--- config.mk ---
export PLATFORM = sky130hd
export DESIGN_NAME = csr_commit_unit
export DESIGN_NICKNAME = d
export VERILOG_FILES = /design/src/rtl/ariane_pkg.sv /design/src/rtl/csr_commit_unit.sv
export SDC_FILE = /design/constraint.sdc
export NUM_CORES = 1
export LEC_CHECK = 0
export CAP_MARGIN = 20
export CELL_PAD_IN_SITES_DETAIL_PLACEMENT = 1
export CELL_PAD_IN_SITES_GLOBAL_PLACEMENT = 1
export CORE_MARGIN = 3
export CORE_UTILIZATION = 25
export DETAILED_ROUTE_END_ITERATION = 10
export GPL_TIMING_DRIVEN = 0
export PLACE_DENSITY = 0.61
export SYNTH_ARGS = -nofsm -noshare
export SYNTH_HDL_FRONTEND = slang
export SYNTH_SLANG_ARGS = --single-unit
--- constraint.sdc ---
create_clock -name clk_i -period 11.1 [get_ports clk_i]
set_input_delay 1.665 -clock clk_i [delete_from_list [all_inputs] [get_ports clk_i]]
set_output_delay 1.665 -clock clk_i [all_outputs]
set_load 0.02 [all_outputs]
--- src/rtl/ariane_pkg.sv ---
// Shared types and helpers for the CSR commit path: op/exception encodings
// and the read-modify-write rule used when an op updates a CSR.
package ariane_pkg;

  localparam int unsigned CSR_XLEN     = 64;
  // Address bits [11:10] equal to this value mark a read-only CSR.
  localparam logic [1:0]  CSR_RO_FIELD = 2'b11;

  typedef enum logic [1:0] {
    CSR_READ  = 2'd0,
    CSR_WRITE = 2'd1,
    CSR_SET   = 2'd2,
    CSR_CLEAR = 2'd3
  } csr_op_e;

  typedef enum logic [1:0] {
    ILLEGAL_PRIV = 2'd0,
    ILLEGAL_RO   = 2'd1,
    BUS_ERR      = 2'd2,
    TIMEOUT      = 2'd3
  } csr_ex_e;

  typedef struct packed {
    logic [CSR_XLEN-1:0] value;
    logic                writes;
  } csr_rmw_t;

  // New CSR value and whether the op actually modifies the CSR.
  // SET/CLEAR with a zero operand is a pure read.
  function automatic csr_rmw_t csr_rmw(input csr_op_e op,
                                       input logic [CSR_XLEN-1:0] old,
                                       input logic [CSR_XLEN-1:0] wdata);
    csr_rmw_t r;
    r.value  = old;
    r.writes = 1'b0;
    case (op)
      CSR_WRITE: begin
        r.value  = wdata;
        r.writes = 1'b1;
      end
      CSR_SET: begin
        r.value  = old | wdata;
        r.writes = |wdata;
      end
      CSR_CLEAR: begin
        r.value  = old & ~wdata;
        r.writes = |wdata;
      end
      default: begin
        r.value  = old;
        r.writes = 1'b0;
      end
    endcase
    return r;
  endfunction

endpackage

--- src/rtl/csr_commit_unit.sv ---
// CSR commit unit: takes one CSR op from the commit stage, checks privilege
// and read-only access, performs the read-modify-write on the CSR file port,
// and returns the old value or an exception. Every completed op (including
// exceptions) pulses csr_commit_o so the address buffer retires its entry.
module csr_commit_unit
  import ariane_pkg::*;
#(
  parameter int unsigned XLEN        = CSR_XLEN,
  parameter int unsigned TIMEOUT_CYC = 255
) (
  input  logic            clk_i,
  input  logic            rst_i,
  input  logic            flush_i,
  input  logic            commit_valid_i,
  output logic            commit_ready_o,
  input  logic [1:0]      op_i,
  input  logic [11:0]     addr_i,
  input  logic [XLEN-1:0] wdata_i,
  input  logic [1:0]      priv_lvl_i,
  output logic            done_o,
  output logic [XLEN-1:0] rdata_o,
  output logic            ex_valid_o,
  output logic [1:0]      ex_cause_o,
  output logic            csr_commit_o,
  output logic            rf_req_o,
  output logic            rf_we_o,
  output logic [11:0]     rf_addr_o,
  output logic [XLEN-1:0] rf_wdata_o,
  input  logic            rf_gnt_i,
  input  logic            rf_rvalid_i,
  input  logic [XLEN-1:0] rf_rdata_i,
  input  logic            rf_err_i
);

  typedef enum logic [2:0] {
    S_IDLE,
    S_CHECK,
    S_RD_REQ,
    S_RD_WAIT,
    S_WR_REQ,
    S_RESP
  } state_e;

  state_e          state;
  csr_op_e         op_reg;
  logic [11:0]     addr_reg;
  logic [XLEN-1:0] wdata_reg;
  logic [XLEN-1:0] old_reg;
  logic [1:0]      priv_reg;
  logic [15:0]     timer;

  csr_rmw_t        rmw;
  logic            writes;
  logic            priv_fail;
  logic            ro_fail;
  logic            timeout_hit;

  // The write decision depends only on op and operand, so the same result is
  // valid in CHECK (where rf_rdata_i is ignored) and in RD_WAIT.
  assign rmw         = csr_rmw(op_reg, CSR_XLEN'(rf_rdata_i), CSR_XLEN'(wdata_reg));
  assign writes      = rmw.writes;
  assign priv_fail   = addr_reg[9:8] > priv_reg;
  assign ro_fail     = (addr_reg[11:10] == CSR_RO_FIELD) && writes;
  // Fires on the TIMEOUT_CYC-th consecutive cycle in a waiting state.
  assign timeout_hit = (TIMEOUT_CYC != 0) && ((32'(timer) + 32'd1) >= TIMEOUT_CYC);
  // Address is held from acceptance to completion, so it is stable under req.
  assign rf_addr_o   = addr_reg;

  // Control FSM with registered outputs; the wait timer restarts on every state change.
  always_ff @(posedge clk_i or posedge rst_i) begin
    if (rst_i) begin
      state          <= S_IDLE;
      commit_ready_o <= 1'b1;
      done_o         <= 1'b0;
      rdata_o        <= '0;
      ex_valid_o     <= 1'b0;
      ex_cause_o     <= 2'd0;
      csr_commit_o   <= 1'b0;
      rf_req_o       <= 1'b0;
      rf_we_o        <= 1'b0;
      rf_wdata_o     <= '0;
      op_reg         <= CSR_READ;
      addr_reg       <= '0;
      wdata_reg      <= '0;
      old_reg        <= '0;
      priv_reg       <= 2'd0;
      timer          <= '0;
    end else begin
      done_o       <= 1'b0;
      csr_commit_o <= 1'b0;
      timer        <= '0;
      case (state)
        S_IDLE: begin
          if (commit_valid_i && commit_ready_o && !flush_i) begin
            op_reg         <= csr_op_e'(op_i);
            addr_reg       <= addr_i;
            wdata_reg      <= wdata_i;
            priv_reg       <= priv_lvl_i;
            commit_ready_o <= 1'b0;
            state          <= S_CHECK;
          end
        end

        S_CHECK: begin
          if (flush_i) begin
            commit_ready_o <= 1'b1;
            state          <= S_IDLE;
          end else if (priv_fail || ro_fail) begin
            done_o       <= 1'b1;
            csr_commit_o <= 1'b1;
            ex_valid_o   <= 1'b1;
            ex_cause_o   <= priv_fail ? ILLEGAL_PRIV : ILLEGAL_RO;
            rdata_o      <= '0;
            state        <= S_RESP;
          end else begin
            rf_req_o <= 1'b1;
            rf_we_o  <= 1'b0;
            state    <= S_RD_REQ;
          end
        end

        S_RD_REQ: begin
          // A grant commits the op architecturally; flush only wins before it.
          if (rf_gnt_i) begin
            rf_req_o <= 1'b0;
            state    <= S_RD_WAIT;
          end else if (flush_i) begin
            rf_req_o       <= 1'b0;
            commit_ready_o <= 1'b1;
            state          <= S_IDLE;
          end else if (timeout_hit) begin
            rf_req_o     <= 1'b0;
            done_o       <= 1'b1;
            csr_commit_o <= 1'b1;
            ex_valid_o   <= 1'b1;
            ex_cause_o   <= TIMEOUT;
            rdata_o      <= '0;
            state        <= S_RESP;
          end else begin
            timer <= timer + 16'd1;
          end
        end

        S_RD_WAIT: begin
          if (rf_rvalid_i) begin
            if (rf_err_i) begin
              done_o       <= 1'b1;
              csr_commit_o <= 1'b1;
              ex_valid_o   <= 1'b1;
              ex_cause_o   <= BUS_ERR;
              rdata_o      <= '0;
              state        <= S_RESP;
            end else if (writes) begin
              old_reg    <= rf_rdata_i;
              rf_req_o   <= 1'b1;
              rf_we_o    <= 1'b1;
              rf_wdata_o <= XLEN'(rmw.value);
              state      <= S_WR_REQ;
            end else begin
              done_o       <= 1'b1;
              csr_commit_o <= 1'b1;
              rdata_o      <= rf_rdata_i;
              state        <= S_RESP;
            end
          end else if (timeout_hit) begin
            done_o       <= 1'b1;
            csr_commit_o <= 1'b1;
            ex_valid_o   <= 1'b1;
            ex_cause_o   <= TIMEOUT;
            rdata_o      <= '0;
            state        <= S_RESP;
          end else begin
            timer <= timer + 16'd1;
          end
        end

        S_WR_REQ: begin
          if (rf_gnt_i) begin
            rf_req_o     <= 1'b0;
            rf_we_o      <= 1'b0;
            rf_wdata_o   <= '0;
            done_o       <= 1'b1;
            csr_commit_o <= 1'b1;
            rdata_o      <= old_reg;
            state        <= S_RESP;
          end else if (timeout_hit) begin
            rf_req_o     <= 1'b0;
            rf_we_o      <= 1'b0;
            rf_wdata_o   <= '0;
            done_o       <= 1'b1;
            csr_commit_o <= 1'b1;
            ex_valid_o   <= 1'b1;
            ex_cause_o   <= TIMEOUT;
            rdata_o      <= '0;
            state        <= S_RESP;
          end else begin
            timer <= timer + 16'd1;
          end
        end

        S_RESP: begin
          ex_valid_o     <= 1'b0;
          ex_cause_o     <= 2'd0;
          rdata_o        <= '0;
          commit_ready_o <= 1'b1;
          state          <= S_IDLE;
        end

        default: begin
          rf_req_o       <= 1'b0;
          rf_we_o        <= 1'b0;
          commit_ready_o <= 1'b1;
          state          <= S_IDLE;
        end
      endcase
    end
  end

endmodule

* Word-level counts from Yosys, hierarchy flattened
Index checks and enable logic that the tools add are counted. W data, S select, Z words.
Cells by class: add/subtract/negate cells 2, $lt $le $gt $ge 2, equality and inequality tests 22, multiplexer cells 82, bitwise gates (word level) 7, reduce and logical (&&, ||, !) cells 20
Operators by type and width (count):
- $mux W64 | 14
- $pmux W64 S5 | 1
- $pmux W65 S3 | 1
- $pmux W64 S2 | 1
- $mux W16 | 5
- $and A64 B64 Y64 | 1
- $not A64 Y64 | 1
- $or A64 B64 Y64 | 1
- $reduce_or A64 Y1 | 1
- $pmux W16 S3 | 1
- $mux W1 | 36
- $mux W3 | 8
- $ne A2 B2 Y1 const B | 10
- $add A16 B1 Y17 const B | 1
- $ge A17 B8 Y1 const B | 1
- $add A16 B1 Y16 const B | 1
- $mux W2 | 8
- $pmux W3 S5 | 1
- $reduce_and A7 Y1 | 2
- $pmux W1 S4 | 3
- $reduce_and A6 Y1 | 2
- $pmux W1 S5 | 2
- $pmux W2 S5 | 1
- $eq A2 B2 Y1 const B | 3
- other kinds (20) | 29
Word-level totals: flip-flop bits (word level) 298, output and inout bits 148, logic and storage cells 150

* Depth between registers and ports, before layout
word-level depth 8, mapped depth 11, mapped depth without buffers 9

* Worst setup path before layout
No wires, ideal clock.
kind in2reg, from input flush_i, to register ex_cause_o[1], library setup time 0.120 ns, data arrival time 3.022 ns, data required time 10.980 ns, setup slack 7.957 ns, stages 7, path through clkbuf_1 inv_1 a21oi_1 o21ai_0 nor3b_1 nand4_1 a21boi_1
Between the ends: longest elaborated chain between the ends 2, elaborated cells on any way between the ends 3, those cells by class eq/ne (2); reduce/logical (1)
RTL lines:
- from (decl) | line csr_commit_unit.sv:13 | input logic flush_i,
- $ne A2 B2 Y1 (no line)
- $reduce_and A7 Y1 (no line) *
- to (signal assigned) | line csr_commit_unit.sv:112 | ex_cause_o <= priv_fail ? ILLEGAL_PRIV : ILLEGAL_RO;
- to (decl) | line csr_commit_unit.sv:23 | output logic [1:0] ex_cause_o,
Mark *: on every way between the ends. The rest lies on a longest branch, timed or not. A chain may end at the register's enable or synchronous reset.

* Final worst setup path
from register wdata_reg[38], to register old_reg[35]
Between the ends: longest elaborated chain between the ends 3
RTL lines:
- from (decl) | line csr_commit_unit.sv:47 | logic [XLEN-1:0] wdata_reg;
- from (signal assigned) | line csr_commit_unit.sv:97 | wdata_reg <= wdata_i;
- $reduce_or A64 Y1 | line ariane_pkg.sv:43, ariane_pkg.sv:47
- $pmux W65 S3 | line ariane_pkg.sv:36 | case (op)
- $reduce_and A4 Y1 (no line)
- to (signal assigned) | line csr_commit_unit.sv:154 | old_reg <= rf_rdata_i;
- to (decl) | line csr_commit_unit.sv:48 | logic [XLEN-1:0] old_reg;
Every way passes these cells.

==> impl_metrics.csv <==
group,metric,value,unit
clock_tree,cts_buffer_depth,3,
clock_tree,post_cts_buffers,0,
floorplanning,start_util,25.34,%
cells_and_area,final_cell_mix,"297 x dfrtp_1, 297 x clkdlybuf4s50_1, 144 x mux2_2",
synth,ys_seq_area_share,54.59,%
global_routing,grt_overflow,0,
worst_setup_path,critPathKind,"register to register",
synth,synthCells,1097,
worst_setup_path,reg2regPathDepth,7,
routing,wl_per_cell,23.01,um
pwr,switchingPower,1.916,mW
synth,synth_cell_type_count,56,
pwr,power_density,271.6,mW/mm^2
worst_setup_path,worst_ep_arrival_time,4810,ps
worst_setup_path,cp-endpoint,"old_reg[35]",
clock_tree,postCtsResizedCells,0,
global_routing,grt_pass1_wl,75060,um
flow_run,drv_cap,0,
worst_setup_path,r2r_start,"wdata_reg[38]",
clock_tree,cts_max_level,2,
pwr,power.internal,3.224,mW
synth,ys_ff_latch,298,
place,gp_congestion,0.7805,
pwr,power.combinational.fraction,41.6,%
routing,dr.pass1.iters,4,
timing,slew_headroom,24.38,%
outcome,status,"complete, no violations",
routing,antenna_left,0,
global_routing,grt_max_degree,110,
worst_setup_path,cp_top_family,"simple AND/OR/NAND/NOR gates",
pwr,leakage,7.874,nW
pwr,ir_drop,140.4,uV
cells_and_area,drive_gt1_share,20.31,%
timing,setup_viol,0,
worst_setup_path,end_kind,"register",
synth,avgSynthCellArea,12.45,sq um
timing,min_period_over_period,39.48,%
global_routing,antenna_found_initial,10,
clock_tree,clkLatencyLatePin,550,ps
worst_setup_path,cp_slowest_cell,"nor4_1",
worst_setup_path,max_stage_delay,750,ps
timing,setup_ws,6717,ps
synth,syn-cell-area,0.01366,sq mm
worst_setup_path,start_kind,"register",
cells_and_area,utilization,35.10,%
clock_tree,cts_tree,"done",
worst_setup_path,crit_chain,"or4_1 -> nor4_1 -> a31oi_1 -> nand2_1 -> clkbuf_1 -> buf_2 -> mux2_2",
worst_setup_path,cp_max_fo,10,
timing,fmax,228.2,MHz
cells_and_area,area_growth,38.53,%
routing,wirelength,49850,um
hold_path,hold_path.class,"register to register",
pwr,swShare,37.28,%
timing,rsz0062_at_grt,"false",
place,port_buffers,297,
worst_setup_path,crit_cells,7,
global_routing,track_usage,17.31,%
synth,yosysWarnings,0,
worst_setup_path,worstReg2RegEnd,"old_reg[35]",
synth,ys_async_sr_fraction,100.0,%
place,hpwl,36160,um
timing,worstMarginPinSlew,1134,ps
pwr,pwr-share-seq,33.0,%
clock_tree,root_buffer,"clkbuf_16",
routing,vias_per_cell,4.886,
routing,drc,0,
timing,hold_viol_final,0,
worst_setup_path,reg2reg_slack,6720,ps
floorplanning,die_w,239.8,um
floorplanning,core,0.05392,sq mm
clock_tree,clock-sinks,298,
place,place_ws,6555,ps
floorplanning,dieArea,0.05749,sq mm
global_routing,grt_pass1_vias,11739,
floorplanning,die_h,239.8,um
timing,fin_crit,4383,ps
clock_tree,numCtsBuffers,39,
clock_tree,ctsHoldBuffers,0,
worst_setup_path,required,11530,ps
timing,fin_worst_skew,10.92,ps
worst_setup_path,critPathBufInv,2,
synth,synth_flop_cell,"dfrtp_1",
clock_tree,path_clk_slew,50,ps
worst_setup_path,crit_path_start,"wdata_reg[38]",
cells_and_area,final_nets,1600,
pwr,pwr-share-clk,25.4,%
synth,synth_edf_count,0,
routing,drtIter0Drc,417,
pwr,total_power,5.141,mW
floorplanning,std_cell_rows,85,
timing,hold_ws,485.8,ps
floorplanning,io_pins,299,
timing,drv_slew,0,
routing,routed-via-count,10583,
timing,finalSetupTns,0,ps
-- power by group through the flow --
stage	clock, mW	combinational (mW)	sequential (mW)
detailed placement	0	2.17	1.71
global route	1.40	2.34	1.75
floorplan	0	1.17	1.80
global placement	0	2.12	1.70
CTS	1.35	2.18	1.70
finish	1.31	2.14	1.69
-- layout make-up --
| class | count | area [sq um] |
|---|---|---|
| Buffer | 81 | 379.1 |
| Clock buffer | 55 | 1169 |
| Clock inverter | 8 | 140.1 |
| Tap cell | 696 | 870.8 |
| Multi-Input combinational cell | 711 | 5806 |
| Antenna cell | 3 | 7.507 |
| Sequential cell | 298 | 7458 |
| Fill cell | 5773 | 34990 |
| Timing Repair Buffer | 300 | 3035 |
| Inverter | 14 | 60.06 |
-- cells in the mapped netlist (all sizes together), types with 3 or more instances --
master | n | area share (%)
o21ai | 69 | 2.5
inv | 13 | 0.36
nand3 | 13 | 0.48
nand4 | 7 | 0.32
or3 | 3 | 0.14
a21oi | 12 | 0.44
o2bb2ai | 66 | 4.2
nor2b | 4 | 0.18
ha | 4 | 0.37
nand2 | 19 | 0.54
buf | 28 | 1.3
clkbuf | 53 | 1.5
a22oi | 130 | 7.2
nand2b | 3 | 0.14
nor3 | 7 | 0.26
a21boi | 3 | 0.16
a31oi | 5 | 0.23
xor2 | 7 | 0.45
nor2 | 91 | 2.5
mux2 | 208 | 19
nor4 | 17 | 0.89
dfrtp | 297 | 54
o211ai | 9 | 0.49
-- layer usage --
metal | part of all wire [%] | vias to the layer above | routed length (um) | track usage [%]
met5 | 0.14 | - | 71 | 0
met4 | 1.7 | 12 | 856 | 3.958
met3 | 6.5 | 65 | 3252 | 4.778
met2 | 48 | 250 | 23780 | 28.87
met1 | 44 | 5445 | 21880 | 22.38
li1 | - | 4811 | - | -
-- worst min path at each step --
stage | start | end | slack [ps] | cells past startpoint
6_report | rdata_o[34] | rdata_o[34] | 490 | 1
5_1_grt | rdata_o[0] | rdata_o[0] | 510 | 1
4_1_cts | rf_req_o | rf_req_o | 490 | 1
3_5_place_dp | rf_req_o | rf_req_o | 470 | 1
3_3_place_gp | rf_wdata_o[62] | rf_wdata_o[62] | 470 | 1
2_1_floorplan | priv_reg[1] | priv_reg[1] | 480 | 1
-- kinds of logic (layout without fill, tap and decap cells) --
| logic type | count (synthesis) | in the layout | share of synthesized area (%) |
|---|---|---|---|
| buf+inv | 95 | 458 | 3.160 |
| xor+xnor | 8 | 8 | 0.5129 |
| fa+ha+maj | 4 | 4 | 0.3663 |
| compound gates | 310 | 310 | 16.59 |
| flops | 298 | 298 | 54.59 |
| simple gates | 173 | 173 | 5.962 |
| other cells | 1 | 11 | 0.02745 |
| mux | 208 | 208 | 18.79 |
-- stage by stage --
step	area, sq um	std cells
finish	18930	2166
global placement	17530	2097
global route	18920	2163
floorplan	13690	1104
detailed placement	17610	2100
CTS	18920	2163
Note: power is estimated with default switching activity, not from simulation.
